File: src/rtl/sreg_tx.sv
`default_nettype none
// ============================================================================
// Module      : sreg_tx
// Description : Parallel-in / serial-out transmitter for the shift-register
//               link. Accepts a WIDTH-bit word through a load/ready handshake
//               and shifts it out MSB first, one bit per en cycle. A receiver
//               that samples data_out under the same en rebuilds the word
//               unchanged in its own shift register. One frame in flight.
// Revision    : 1.0  initial release
// ----------------------------------------------------------------------------
// Parameters
//   WIDTH      word width in bits, legal range 2..32
// Ports
//   clk        in   1      rising-edge clock
//   rst        in   1      asynchronous reset, active low
//   data_in    in   WIDTH  parallel word, sampled only when a load is accepted
//   load       in   1      request to start a frame with data_in
//   ready      out  1      load is accepted this cycle
//   en         in   1      shift enable, each en=1 edge in a frame consumes a bit
//   data_out   out  1      serial bit, MSB first, 0 outside a frame
//   out_valid  out  1      data_out carries a frame bit
//   done       out  1      one-cycle pulse as the block re-enters IDLE
// Configuration
//   SREG_TX_PARITY_EN  when defined, an even-parity bit (XOR of the loaded
//                      word) is appended after the last data bit.
// ============================================================================
module sreg_tx #(
    parameter int WIDTH = 4
) (
    input  logic             clk,
    input  logic             rst,
    input  logic [WIDTH-1:0] data_in,
    input  logic             load,
    output logic             ready,
    input  logic             en,
    output logic             data_out,
    output logic             out_valid,
    output logic             done
);

    // Bit counter holds the number of data bits still to be consumed; it
    // must represent WIDTH itself, hence the +1.
    localparam int CW = $clog2(WIDTH + 1);

    typedef enum logic [1:0] {
        S_IDLE  = 2'd0,
        S_SHIFT = 2'd1
`ifdef SREG_TX_PARITY_EN
        ,
        S_PAR   = 2'd2
`endif
    } state_t;

    state_t           state_q, state_d;
    logic [WIDTH-1:0] shift_q, shift_d;
    logic [CW-1:0]    count_q, count_d;
    logic             done_q,  done_d;
`ifdef SREG_TX_PARITY_EN
    // Parity is captured at load time so later data_in changes cannot
    // disturb the bit that closes the frame.
    logic             par_q,   par_d;
`endif

    // ------------------------------------------------------------------------
    // State register
    // ------------------------------------------------------------------------
    always_ff @(posedge clk or negedge rst) begin
        if (!rst) begin
            state_q <= S_IDLE;
            shift_q <= '0;
            count_q <= '0;
            done_q  <= 1'b0;
`ifdef SREG_TX_PARITY_EN
            par_q   <= 1'b0;
`endif
        end else begin
            state_q <= state_d;
            shift_q <= shift_d;
            count_q <= count_d;
            done_q  <= done_d;
`ifdef SREG_TX_PARITY_EN
            par_q   <= par_d;
`endif
        end
    end

    // ------------------------------------------------------------------------
    // Next-state and output logic
    // ------------------------------------------------------------------------
    always_comb begin
        state_d   = state_q;
        shift_d   = shift_q;
        count_d   = count_q;
        done_d    = 1'b0;
`ifdef SREG_TX_PARITY_EN
        par_d     = par_q;
`endif
        ready     = 1'b0;
        out_valid = 1'b0;
        data_out  = 1'b0;

        case (state_q)
            S_IDLE: begin
                // en is deliberately ignored here: a load/en collision only
                // starts the frame, it never consumes the first bit.
                ready = 1'b1;
                if (load) begin
                    shift_d = data_in;
                    count_d = CW'(WIDTH);
                    state_d = S_SHIFT;
`ifdef SREG_TX_PARITY_EN
                    par_d   = ^data_in;
`endif
                end
            end

            S_SHIFT: begin
                out_valid = 1'b1;
                data_out  = shift_q[WIDTH-1];
                if (en) begin
                    shift_d = {shift_q[WIDTH-2:0], 1'b0};
                    count_d = count_q - CW'(1);
                    if (count_q == CW'(1)) begin
`ifdef SREG_TX_PARITY_EN
                        state_d = S_PAR;
`else
                        state_d = S_IDLE;
                        done_d  = 1'b1;
`endif
                    end
                end
            end

`ifdef SREG_TX_PARITY_EN
            S_PAR: begin
                out_valid = 1'b1;
                data_out  = par_q;
                if (en) begin
                    state_d = S_IDLE;
                    done_d  = 1'b1;
                end
            end
`endif

            default: begin
                state_d = S_IDLE;
            end
        endcase
    end

    // done is registered so it lines up with the first IDLE cycle, the same
    // cycle in which ready returns high for a back-to-back load.
    assign done = done_q;

endmodule
`default_nettype wire

File: config.mk
export PLATFORM = sky130hd
export DESIGN_NAME = sreg_tx
export DESIGN_NICKNAME = d
export VERILOG_FILES = /design/src/rtl/sreg_tx.sv
export SDC_FILE = /design/constraint.sdc
export NUM_CORES = 1
export LEC_CHECK = 0
export CORE_AREA = 4 4 41 43
export CTS_BUF_LIST = sky130_fd_sc_hd__clkbuf_16
export CTS_CLUSTER_DIAMETER = 40
export CTS_CLUSTER_SIZE = 28
export DETAILED_ROUTE_END_ITERATION = 6
export DIE_AREA = 0 0 45 47
export PLACE_DENSITY_LB_ADDON = 0.08
export SLEW_MARGIN = 0
export SYNTH_ARGS = -nofsm -noshare
export SYNTH_HDL_FRONTEND = slang
export SYNTH_SLANG_ARGS = --single-unit
File: constraint.sdc
create_clock -name clk -period 1.31 [get_ports clk]
set_input_delay 0.262 -clock clk [delete_from_list [all_inputs] [get_ports clk]]
set_output_delay 0.262 -clock clk [all_outputs]
set_load 0.02 [all_outputs]
==> reports/results.txt, run 1 <==
Worst-path cell chain: clkdlybuf4s15_1
Crit path buffers/inverters: 1
Count of different cell masters after synthesis: 21
Mapped Cells: 46
Final wirelength: 1040 µm
Clk slew on worst S/H paths: 0.04 ns
Area leader, netlist: dfrtp_1
Num CTS Buffers: 3
Flops & latches, synth: 9
Clock power frac: 34.1%
First-pass GRT wire length: 1730 µm
CTS max path bufs: 2
Flop pwr share: 30.3%
Clk sinks: 9
GRT Resource Usage Total: 11.4%
Pin count of the biggest net entering global routing: 12
Ports: 12
Clock Skew: 0.000863 ns
Cell Pwr Density: 2200 mW/mm²
Worst slew margin: 70.3%
# nets final: 72
R2R Setup Slk: 0.18 ns
Ratio of cells with drive above 1 in the final layout: 19.7%
Ant diodes: 0
Post-DP HPWL: 779 µm
Via/cell ratio: 5.03
Cells taking the most area after synthesis: dfrtp_1, mux2i_1, ha_1
Mapped Nets: 56
Final Hold Vio Count: 0
Psw: 496 µW
Clock Tree Root: clkbuf_16
Final max-slew violation count: 0
Area growth syn-to-layout: 39.7%
Clock Latency Late Sink: 0.23 ns
Num rows: 13
Vias in the first global route: 384
Min Tclk post-route: 1.24 ns
Vias post-DR: 382
Worst Setup End Kind: primary output
Syn avg cell area: 11.0 µm²
Place WS: -0.0738 ns
Fin worst setup slack: 0.0724 ns
Total grt overflow: 0
Max Fclk: 0.808 GHz
Final setup fails: 0
H-tree levels: 1
CP Max Fanout: 5
Yosys top cell area share: 44.3%
Leak Pwr: 0.000344 µW
Initial antenna violation count: 0
IO Port Bufs: 11
Cell Count, Final, Fillers Out: 76
Sw Share: 31.8%
Antenna Nets Post-Route: 0
CP Class: reg2out
Post-Place Cells: 72
DRT Pass-1 Iters: 3
Hold-fix buffers, CTS: 0
Setup TNS: 0 ns
Seq/Total Area, Yosys: 44.3%
Post-synth EDFFs: 0
Cell Int Power: 1060 µW
Worst EP arrival: 0.98 ns
WP data required: 1.05 ns
Top FF cell, synth: dfrtp_1
Die Height: 47 µm
Critical Path Start Type: flop
CP top delay family: flip-flops
Max stage delay cell, worst path: dfrtp_1
Total Power: 1560 µW
First DRT Iteration DRCs: 9
Status: completed
Max-cap viol count: 0
RePlAce Congestion: 0.702
DRC: 0
Commonest cells in the netlist: dfrtp_1, mux2i_1
VDD IR max: 959 µV
Core area: 0.00130 mm²
WL/cell: 13.7 µm
Post-synthesis cell area: 508 µm²
RSZ-0062 raised after global routing: false
Logic pwr share: 35.7%
Initial Util: 39.0%
Count leader, synth: dfrtp_1
Hold WC Path Type: in2async
Die width: 45 µm
Worst-Margin Slew: 0.445 ns
Asr flop ratio synth: 100%
Die ar.: 0.00212 mm²
Period utilization: 94.5%
CTS tree: yes
Critical Path Max Stage Delay: 0.40 ns
Ys Warns: 0
[stage by stage]
stage / hold slack (ns) / util (%) / instance area, µm²
2_1_floorplan: -0.0336 / - / 508
3_3_place_gp: 0.487 / 49.3 / 642
3_5_place_dp: 0.491 / 49.3 / 642
4_1_cts: 0.354 / 54.7 / 712
5_1_grt: 0.379 / 54.5 / 709
6_report: 0.346 / 54.5 / 709
[layout by cell type (no fill, tap or decap)]
| cell type | n |
|---|---|
| dfrtp_1 | 9 |
| clkdlybuf4s50_1 | 7 |
| mux2i_1 | 5 |
| inv_1 | 4 |
| nor2b_1 | 3 |
| a211oi_1 | 3 |
| a21oi_1 | 3 |
| clkbuf_16 | 3 |
| buf_4 | 3 |
| xor2_1 | 2 |
| nor2_1 | 2 |
| ha_1 | 2 |
| and4b_4 | 1 |
| and2_1 | 1 |
| nand2_4 | 1 |
| nor3_1 | 1 |
| a21oi_2 | 1 |
| nand3b_1 | 1 |
| o21ai_1 | 1 |
| a22o_1 | 1 |
| nand2_1 | 1 |
| o31ai_1 | 1 |
| clkdlybuf4s15_1 | 1 |
| clkbuf_2 | 1 |
| buf_2 | 1 |
| dlygate4sd2_1 | 1 |
| buf_12 | 1 |
[what timing repair did]
item	4_1_cts	5_1_grt
buffers inserted	0	0
gates cloned	0	0
setup endpoints to repair	4	2
resized for setup	7	3
[worst paths after layout]
check	from	endpoint	depth (start not counted)
worst min register to register	count_q[1]	count_q[1]	1
worst max-delay path	state_q[0]	out_valid	1
max in group asynchronous	rst	shift_q[2]	1
worst max register to register	count_q[0]	count_q[2]	5
min in group clk	count_q[1]	count_q[1]	1
worst min-delay path	rst	done	1
[sequential cells by signal, summed over array words and instances (netlist names)]
name and flops:
count_q 3, shift_q 4, done 1, state_q 1
[per-layer routing]
layer  up-vias  track usage [%]  wire, µm  part of all wire, %
li1        187                -         -                    -
met1       183             15.0       526                   50
met2        12             18.1       450                   43
met3         0             3.45        65                  6.2
met4         0             3.51         0                    0
met5         -                0         0                    0
[cell families after synthesis]
group / Yosys count / synth area share [%]
xor gates and xnor gates: 2 / 3.45
AOI/OAI and AO/OA: 10 / 13.3
muxes: 5 / 9.85
adders and majority gates: 2 / 4.93
DFF: 9 / 44.3
and+or+nand+nor: 11 / 14.5
buffers and inverters: 7 / 9.60
[area by class of cell]
cell class | instances | area [µm²]
inverter | 3 | 11.3
clock inverter | 1 | 3.75
timing repair buffer | 15 | 141
clock buffer | 3 | 75.1
tap | 15 | 18.8
multi-input combinational | 30 | 234
fill | 135 | 592
sequential | 9 | 225
[power by group through the flow]
stage | logic, µW | clock network (µW) | registers (µW)
5_1_grt | 621 | 554 | 488
3_3_place_gp | 571 | 0 | 465
3_5_place_dp | 601 | 0 | 475
4_1_cts | 569 | 539 | 471
2_1_floorplan | 415 | 0 | 468
6_report | 556 | 531 | 472
(Power assumes the default switching activity.)
==> inputs of run 2 (changes only) <==
--- a/config.mk
+++ b/config.mk
@@ -6,7 +6,7 @@
 export NUM_CORES = 1
 export LEC_CHECK = 0
 export CORE_AREA = 4 4 41 43
-export CTS_BUF_LIST = sky130_fd_sc_hd__clkbuf_16
+export CTS_BUF_LIST = sky130_fd_sc_hd__clkbuf_8
 export CTS_CLUSTER_DIAMETER = 40
 export CTS_CLUSTER_SIZE = 28
 export DETAILED_ROUTE_END_ITERATION = 6
==> run 2 against run 1 <==
  * Via count shrank 1.3%
  * Highest routed layer unchanged
  * Critical path depth is the same
  * Cell area shrank 4.8%
  * Setup slack gained 0.0026 ns
==> reports/results.txt, run 2 (synthesis gave the netlist of run 1 again) <==
Pin count of the biggest net entering global routing: 12 (unchanged)
Status: completed
Vias post-DR: 377 (-1.3%)
Final setup fails: 0 (unchanged)
DRT Pass-1 Iters: 3 (unchanged)
Max-cap viol count: 0 (unchanged)
Final wirelength: 1020 µm (-2.4%)
Worst-path cell chain: clkdlybuf4s15_1
Core area: 0.00130 mm² (unchanged)
Antenna Nets Post-Route: 0 (unchanged)
Place WS: -0.0738 ns (unchanged)
Critical Path Max Stage Delay: 0.40 ns (about the same)
Num rows: 13 (unchanged)
IO Port Bufs: 11 (unchanged)
Critical Path Start Type: flop
DRC: 0 (unchanged)
Worst slew margin: 70.5% (+0.20 points)
RSZ-0062 raised after global routing: false
H-tree levels: 1 (unchanged)
Total grt overflow: 0 (unchanged)
Max stage delay cell, worst path: dfrtp_1
CP Max Fanout: 5 (unchanged)
Final max-slew violation count: 0 (unchanged)
Ant diodes: 0 (unchanged)
CP Class: reg2out
Leak Pwr: 0.000329 µW (-4.5%)
RePlAce Congestion: 0.702 (unchanged)
Die ar.: 0.00212 mm² (unchanged)
WP data required: 1.05 ns (about the same)
Max reg flops: 4 (unchanged)
Fin worst setup slack: 0.0749 ns (+0.00257 ns)
Ratio of cells with drive above 1 in the final layout: 19.7% (unchanged)
Hold WC Path Type: in2async
CP top delay family: flip-flops
Die Height: 47 µm (unchanged)
Cell Pwr Density: 1980 mW/mm² (-9.8%)
Vias in the first global route: 375 (-2.3%)
Worst Setup End Kind: primary output
Worst EP arrival: 0.97 ns (about the same)
Largest reg by FF count: shift_q
Post-DP HPWL: 779 µm (unchanged)
CTS tree: yes
Hold Slack: 0.346 ns (-0.000446 ns)
Clock Latency Late Sink: 0.23 ns (about the same)
Area growth syn-to-layout: 33.0%
GRT Resource Usage Total: 11.1% (-0.32 points)
WL/cell: 13.4 µm (-2.4%)
Min Tclk post-route: 1.24 ns (-0.00257 ns)
Final Hold Vio Count: 0 (unchanged)
Setup TNS: 0 ns (unchanged)
VDD IR max: 818 µV (-15%)
Die width: 45 µm (unchanged)
Crit path buffers/inverters: 1 (unchanged)
Num CTS Buffers: 3 (unchanged)
Largest registers: shift_q x4, count_q x3
# nets final: 72 (unchanged)
Commonest non-fill, non-tap cell in the layout: dfrtp_1
First-pass GRT wire length: 1700 µm (-1.6%)
Period utilization: 94.3% (-0.20 points)
Initial antenna violation count: 0 (unchanged)
Worst-Margin Slew: 0.442 ns (-0.00300 ns)
Clock Skew: 0.00246 ns (+0.00160 ns)
CTS max path bufs: 2 (unchanged)
First DRT Iteration DRCs: 2 (-7)
Final core utilization: 51.9% (-2.6 points)
Clock Tree Root: clkbuf_8
Via/cell ratio: 4.96 (-1.3%)
Initial Util: 39.0% (unchanged)
Ports: 12 (unchanged)
Clk slew on worst S/H paths: 0.05 ns (about the same)
Commonest cells after routing, fill and taps aside: dfrtp_1, clkdlybuf4s50_1, mux2i_1, inv_1
Max Fclk: 0.810 GHz (+0.21%)
Clk sinks: 9 (unchanged)
## run 2: cell types whose count changed in the layout (fill, tap and decap cells not counted)
cell,previous run,this run
clkbuf_16,3,0
clkbuf_8,0,3
## run 2: final timing paths
kind / from / endpoint / slack [ns] / cells after the start
setup / recovery: state_q[0] / out_valid / 0.07 / 1
hold / removal: rst / done / 0.35 / 1
setup reg to reg: count_q[0] / count_q[2] / 0.18 / 5
hold reg to reg: count_q[1] / count_q[1] / 0.51 / 1
max in group asynchronous: rst / shift_q[0] / 0.66 / 1
min in group clk: count_q[1] / count_q[1] / 0.51 / 1
## run 2: report_power, final
part	internal [µW]	switching, µW	total, µW
clock	204	109	313
combinational	275	282	557
sequential	390	80.0	469
## run 2: final cells by class
| class | count | area [µm²] |
|---|---|---|
| flip-flops and latches | 9 | 225 |
| fillers | 140 | 626 |
| repair buffers | 15 | 141 |
| inverters | 3 | 11.3 |
| clock inverters | 1 | 3.75 |
| multi-input cells | 30 | 234 |
| clock buffers | 3 | 41.3 |
| well taps | 15 | 18.8 |
## run 2: layer usage
layer	vias to the layer above	part of all wire (%)	global-route usage (%)
met5	-	0	0
met4	0	0	1.75
met3	0	6.8	3.45
met2	14	43	18.1
met1	176	50	14.8
li1	187	-	-
## run 2: worst reg2reg max path: stages, from the launching register on
cell and delay [ns]:
dfrtp_1 0.38, inv_1 0.07, ha_1 0.23, nand2_4 0.07, xor2_1 0.18, a21oi_2 0.08
## run 2: repair_timing
action | CTS | global route
hold buffers | 0 | 0
resized for setup | 7 | 3
buffers inserted | 0 | 0
setup endpoints to repair | 4 | 2
## run 2: per-stage QoR
| step | area [µm²] | total power (µW) | instances |
|---|---|---|---|
| finish | 676 | 1340 | 76 |
| global route | 676 | 1440 | 76 |
| CTS | 678 | 1360 | 76 |
| detailed placement | 642 | 1080 | 72 |
| global placement | 642 | 1040 | 72 |
| floorplan | 508 | 883 | 46 |
==> RTL edit 1 (settings of run 2) <==
`WIDTH`: 4 -> 2.
--- a/src/rtl/sreg_tx.sv
+++ b/src/rtl/sreg_tx.sv
@@ -25,7 +25,7 @@
 //                      word) is appended after the last data bit.
 // ============================================================================
 module sreg_tx #(
-    parameter int WIDTH = 4
+    parameter int WIDTH = 2
 ) (
     input  logic             clk,
     input  logic             rst,
Ports: changed (resized data_in); port bits go from 12 to 10. No check against the original RTL was run, so the function may have changed too.
==> RTL edit 1 against run 2 <==
  * Critical path depth is 1 higher
  * Sequential power is 34% lower
  * Sequential share of layout area is 0.54 points lower
  * Largest cell class is now registers
  * Worst hold slack worse by 51 ps
  * Largest power group unchanged
  * Cell area is 32% lower
  * Wire length is 42% lower
  * Critical path type unchanged
  * Sequential cell count is 3 lower
  * Count of clock-buffer cells in the layout stayed put
  * Maximum frequency is 1.6% lower
  * Area after synthesis is 43% lower
  * Worst setup slack worse by 20 ps
  * Total power is 29% lower
==> RTL edit 1: results (changes against run 2) <==
LEAKAGE_nW=0.233  # -29%
PLACE_INST=52  # -28%
ROUTE.DETAILED.WL_PER_INST_UM=10.6  # -21%
GP_CONGESTION=0.674  # -4.1%
SYNTH_CELL_TYPES=14  # -33%
SYNTH_TOP_CELLS_BY_COUNT='dfrtp_1 (6), mux2i_1 (5), inv_1 (2), nor2_1 (2)'
OUTCOME='finished, final reports clean'
POST_ROUTE_CELLS_DRIVE_ABOVE_1_SHARE_PCT=31.7  # +12 points
YS_SEQ_ELEMENTS=6  # -3
SEQ_AREA_SHARE_PCT=32.8  # -0.54 points
POWER-PER-CELL-AREA_nW_PER_UM2=2070  # +4.6%
SYNTH_CELLS=25  # -46%
CRITPATHMAXFANOUT=7  # +2
SYNTH-XOR-AREA-SHARE_PCT=3.04  # -0.40 points
BUFAREASHARENONCLOCK_PCT=25.5  # +4.5 points
MET1_USAGE_PCT=8.14  # -6.6 points
SWSHARE_PCT=30.5  # -4.6 points
DETAILEDPLACEMENTHPWL_UM=484  # -38%
WL_MET1_UM=235  # -54%
MULTI_INPUT_COMB_CELLS=16  # -47%
NETSWITCHINGPOWER_mW=0.292  # -38%
DETAILED_ROUTED_WIRE_LENGTH_ON_MET2_UM=287  # -35%
POSTCTSRESIZEDCELLS=12  # +5
SYNTH_NETS=32  # -43%
BUFFERS=14  # -1
CP_DATA_ARRIVAL_TIME_PS=990  # +20 ps
PLACEMENT.IO_BUFFERS=9  # -2
POST_DRT_VIA_CELL_RATIO=4.09  # -18%
FINAL-CLK-CELL-SHARE_PCT=8.94  # +2.3 points
PLACE_AREA_UM2=422  # -34%
POWER.SEQUENTIAL.TOTAL_mW=0.310  # -34%
==> RTL edit 1: cell types whose count changed in the layout (fill, tap and decap cells not counted), sizes merged, moves of 3 or more <==
cell	before	now
a211oi	3	0
nor2b	3	0
dfrtp	9	6
a21oi	4	0
==> RTL edit 1: worst max-delay path, stage by stage (launching register included) <==
cell             delay [ps]
dfrtp_2                 430
inv_1                    80
clkdlybuf4s15_2         260
==> RTL edit 1: worst paths after layout <==
kind	start	end	slack, ps	depth (start not counted)
max	state_q[0]$_DFFE_PN0P_	ready	60	2
min	rst	count_q[1]$_DFFE_PN0P_	290	1
max reg2reg	count_q[0]$_DFFE_PN0P_	count_q[1]$_DFFE_PN0P_	270	3
min reg2reg	shift_q[0]$_DFFE_PN0P_	shift_q[0]$_DFFE_PN0P_	540	2
min in group clk	shift_q[0]$_DFFE_PN0P_	shift_q[0]$_DFFE_PN0P_	540	2
max in group asynchronous	rst	state_q[0]$_DFFE_PN0P_	770	1
==> RTL edit 2 (settings of run 2) <==
Without the edit above. Reset style: synchronous (`rst`), changed in one clocked block. Comments in the files are not updated.
--- a/src/rtl/sreg_tx.sv
+++ b/src/rtl/sreg_tx.sv
@@ -64,7 +64,7 @@
     // ------------------------------------------------------------------------
     // State register
     // ------------------------------------------------------------------------
-    always_ff @(posedge clk or negedge rst) begin
+    always_ff @(posedge clk) begin
         if (!rst) begin
             state_q <= S_IDLE;
             shift_q <= '0;
Check against the original RTL: differs if rst is asserted again (counterexample within 4 cycles, from zero or initial values and one cycle with rst low); with rst held inactive, the same outputs for 10 cycles.
==> RTL edit 2 against run 2 <==
  * Wire length decreased by 15%
  * Register-to-register slack got worse by 70 ps
  * Area after synthesis decreased by 13%
  * Sequential cell count unchanged
  * Worst setup slack got worse by 23 ps
  * First-iteration DRC count increased by 50%
  * Cell area decreased by 5.7%
  * Synthesized cell count increased by 2.2%
  * Critical path type unchanged
  * Largest cell class unchanged
Power is not compared: it rests on default switching activity, and its combinational part moved more than twofold at a synthesized area within 25%.
==> RTL edit 2: results (changes against run 2) <==
SYNTH-MAIN-FF-CELL='dfxtp_1'
IR_DROP_V=0.000568
CLOCK_TREE.HTREE_LEVEL_COUNT=1  # unchanged
POSTSYNTH.ASYNCRESETSHARE_PCT=0  # -100 points
MIN_PERIOD_OVER_PERIOD_PCT=96.1  # +1.8 points
WORST_HOLD_PATH_TYPE='flop to flop'
LARGESTREGISTERS='shift_q x4, count_q x3'
DETAILEDPLACEMENTHPWL_UM=655  # -16%
INSERTEDDIODECOUNT=0  # unchanged
PLACE_AREA_UM2=603  # -6.0%
YS_SEQ_AREA_SHARE_PCT=40.6  # -3.8 points
GRT_PASS1_VIAS=353  # -5.9%
ROUTED_WL_UM=864  # -15%
DR.PASS1.ITERS=3  # unchanged
SYNTHESIS.YOSYS.WARNINGS=0  # unchanged
REGISTER_TO_REGISTER_SETUP_SLACK_PS=110  # -70 ps
LEAKAGE_nW=0.302
GP_CONGESTION=0.689  # -1.9%
REG2REG_DEPTH=4  # -1
CLOCK_PATH_BUFFERS=2  # unchanged
GR-USAGE-ALL-LAYERS_PCT=10.9  # -0.18 points
NUM-FILL-CELLS=139  # -0.71%
SYNTH_NETS=57  # +1.8%
HOLD_PATH_STARTPOINT='shift_q[1]$_SDFFE_PN0P_'
TIMING.HOLD.WORST_PATH_DEPTH=1
CLOCK_SKEW_PS=2.24  # -0.215 ps
WORSTREG2REGSTART='state_q[0]$_SDFFE_PN0P_'
OUTCOME='finished, final reports clean'
INSERTION_DELAY_PS=230  # about the same
SYNTH_TOP_CELLS_BY_COUNT='dfxtp_1 (9), nand2_1 (7), inv_1 (4)'
CRITPATHMAXFANOUT=3  # -2
WORST_PIN_SLEW_PS=269  # -172 ps
FINAL_HOLD_SLACK_PS=497  # +151 ps
POST_DRT_VIA_CELL_RATIO=4.62  # -6.9%
POST_ROUTE_CELLS_DRIVE_ABOVE_1_SHARE_PCT=18.2  # -1.5 points
HOLD-PATH-ENDPOINT='shift_q[1]$_SDFFE_PN0P_'
GRT_MAX_DEGREE=10  # -2
DP_WORST_SETUP_SLACK_PS=-125  # -51.1 ps
SLOWEST_DELAY_PS=350  # -50 ps
CRIT_PATH_TOP_DELAY_CELL='dfxtp_1'
NUMCTSBUFFERS=3  # unchanged
TIMING.RR.END='count_q[1]$_SDFFE_PN0P_'
YOSYS-TOP-CELLS-AREA='dfxtp_1 (41%), mux2i_1 (6.8%), o211a_1 (6.8%)'
ANTENNA_FOUND_INITIAL=0  # unchanged
DRT-INITIAL-DRC-COUNT=3  # +1
CLK_TRANSITION_REPORTED_PATHS_PS=40
GRT_FIRST_PASS_WIRELENGTH_MM=1.56  # -8.1%
PLACEMENT.IO_BUFFERS=11  # unchanged
CTS.ROOT.BUFFER_CELL='clkbuf_8'
LARGEST_DELAY_CONTRIBUTOR_FAMILY_ON_THE_CRITICAL_PATH='buffers and inverters'
FIN_NETS=77  # +6.9%
CP_DATA_ARRIVAL_TIME_PS=1000  # +30 ps
SYNTH_CELL_TYPES=21  # unchanged
==> RTL edit 2: cell count changes in the layout (fill, tap and decap cells not counted), moves of 2 or more <==
cell      before  now
buf_4          3    5
and2_1         1    3
dfrtp_1        9    0
nand2_1        1    7
dfxtp_1        0    9
mux2i_1        5    3
a211oi_1       3    0
nor2b_1        3    1
o211a_1        0    3
==> RTL edit 2: layer usage <==
metal / part of all wire [%] / track usage (%) / vias to the layer above
li1: - / - / 198
met1: 49 / 14.6 / 161
met2: 42 / 13.3 / 11
met3: 6.7 / 3.45 / 4
met4: 2.4 / 10.5 / 0
met5: 0 / 0 / -
==> RTL edit 2: layout make-up <==
cell class	instances	share of cell area [%]
Timing Repair Buffer	16	21.4
Multi-Input combinational cell	33	37.9
Clock buffer	3	6.48
Sequential cell	9	28.3
Tap cell	15	2.95
Inverter	4	2.36
Clock inverter	1	0.589
==> RTL edit 2: what timing repair did <==
item                       CTS  global route
pin swaps                    0             0
hold buffers                 0             0
resized for setup            7             3
setup buffers                0             0
setup endpoints to repair    4             3
==> RTL edit 2: cell families after synthesis <==
| kind of cell | after synthesis | synth area share, % |
|---|---|---|
| AO/OA/AOI/OAI | 10 | 18.0 |
| AND/OR/NAND/NOR | 15 | 16.6 |
| adder cells (fa/ha/maj) | 2 | 5.63 |
| flip-flops | 9 | 40.6 |
| buffers and inverters | 5 | 5.07 |
| XOR/XNOR | 2 | 3.94 |
| multiplexers | 4 | 10.1 |
==> RTL edit 2: power by group <==
| group | internal, mW | switching, mW | total [mW] |
|---|---|---|---|
| logic | 0.0709 | 0.0576 | 0.128 |
| registers | 0.295 | 0.0125 | 0.307 |
| clock network | 0.204 | 0.114 | 0.318 |
==> RTL edit 2: worst max path at each step <==
| stage | start | endpoint |
|---|---|---|
| 2_1_floorplan | state_q[0]$_SDFFE_PN0P_ | data_out |
| 3_5_place_dp | en | shift_q[3]$_SDFFE_PN0P_ |
| 6_report | state_q[0]$_SDFFE_PN0P_ | out_valid |
| 4_1_cts | state_q[0]$_SDFFE_PN0P_ | out_valid |
| 5_1_grt | state_q[0]$_SDFFE_PN0P_ | out_valid |
| 3_3_place_gp | en | shift_q[1]$_SDFFE_PN0P_ |
==> RTL edit 2: stage by stage <==
step,util (%),instances,setup TNS [ps]
6_report,48.9,81,0
5_1_grt,48.9,81,0
4_1_cts,49.7,81,0
3_5_place_dp,46.3,77,-636
3_3_place_gp,46.3,77,-589
2_1_floorplan,-,47,0
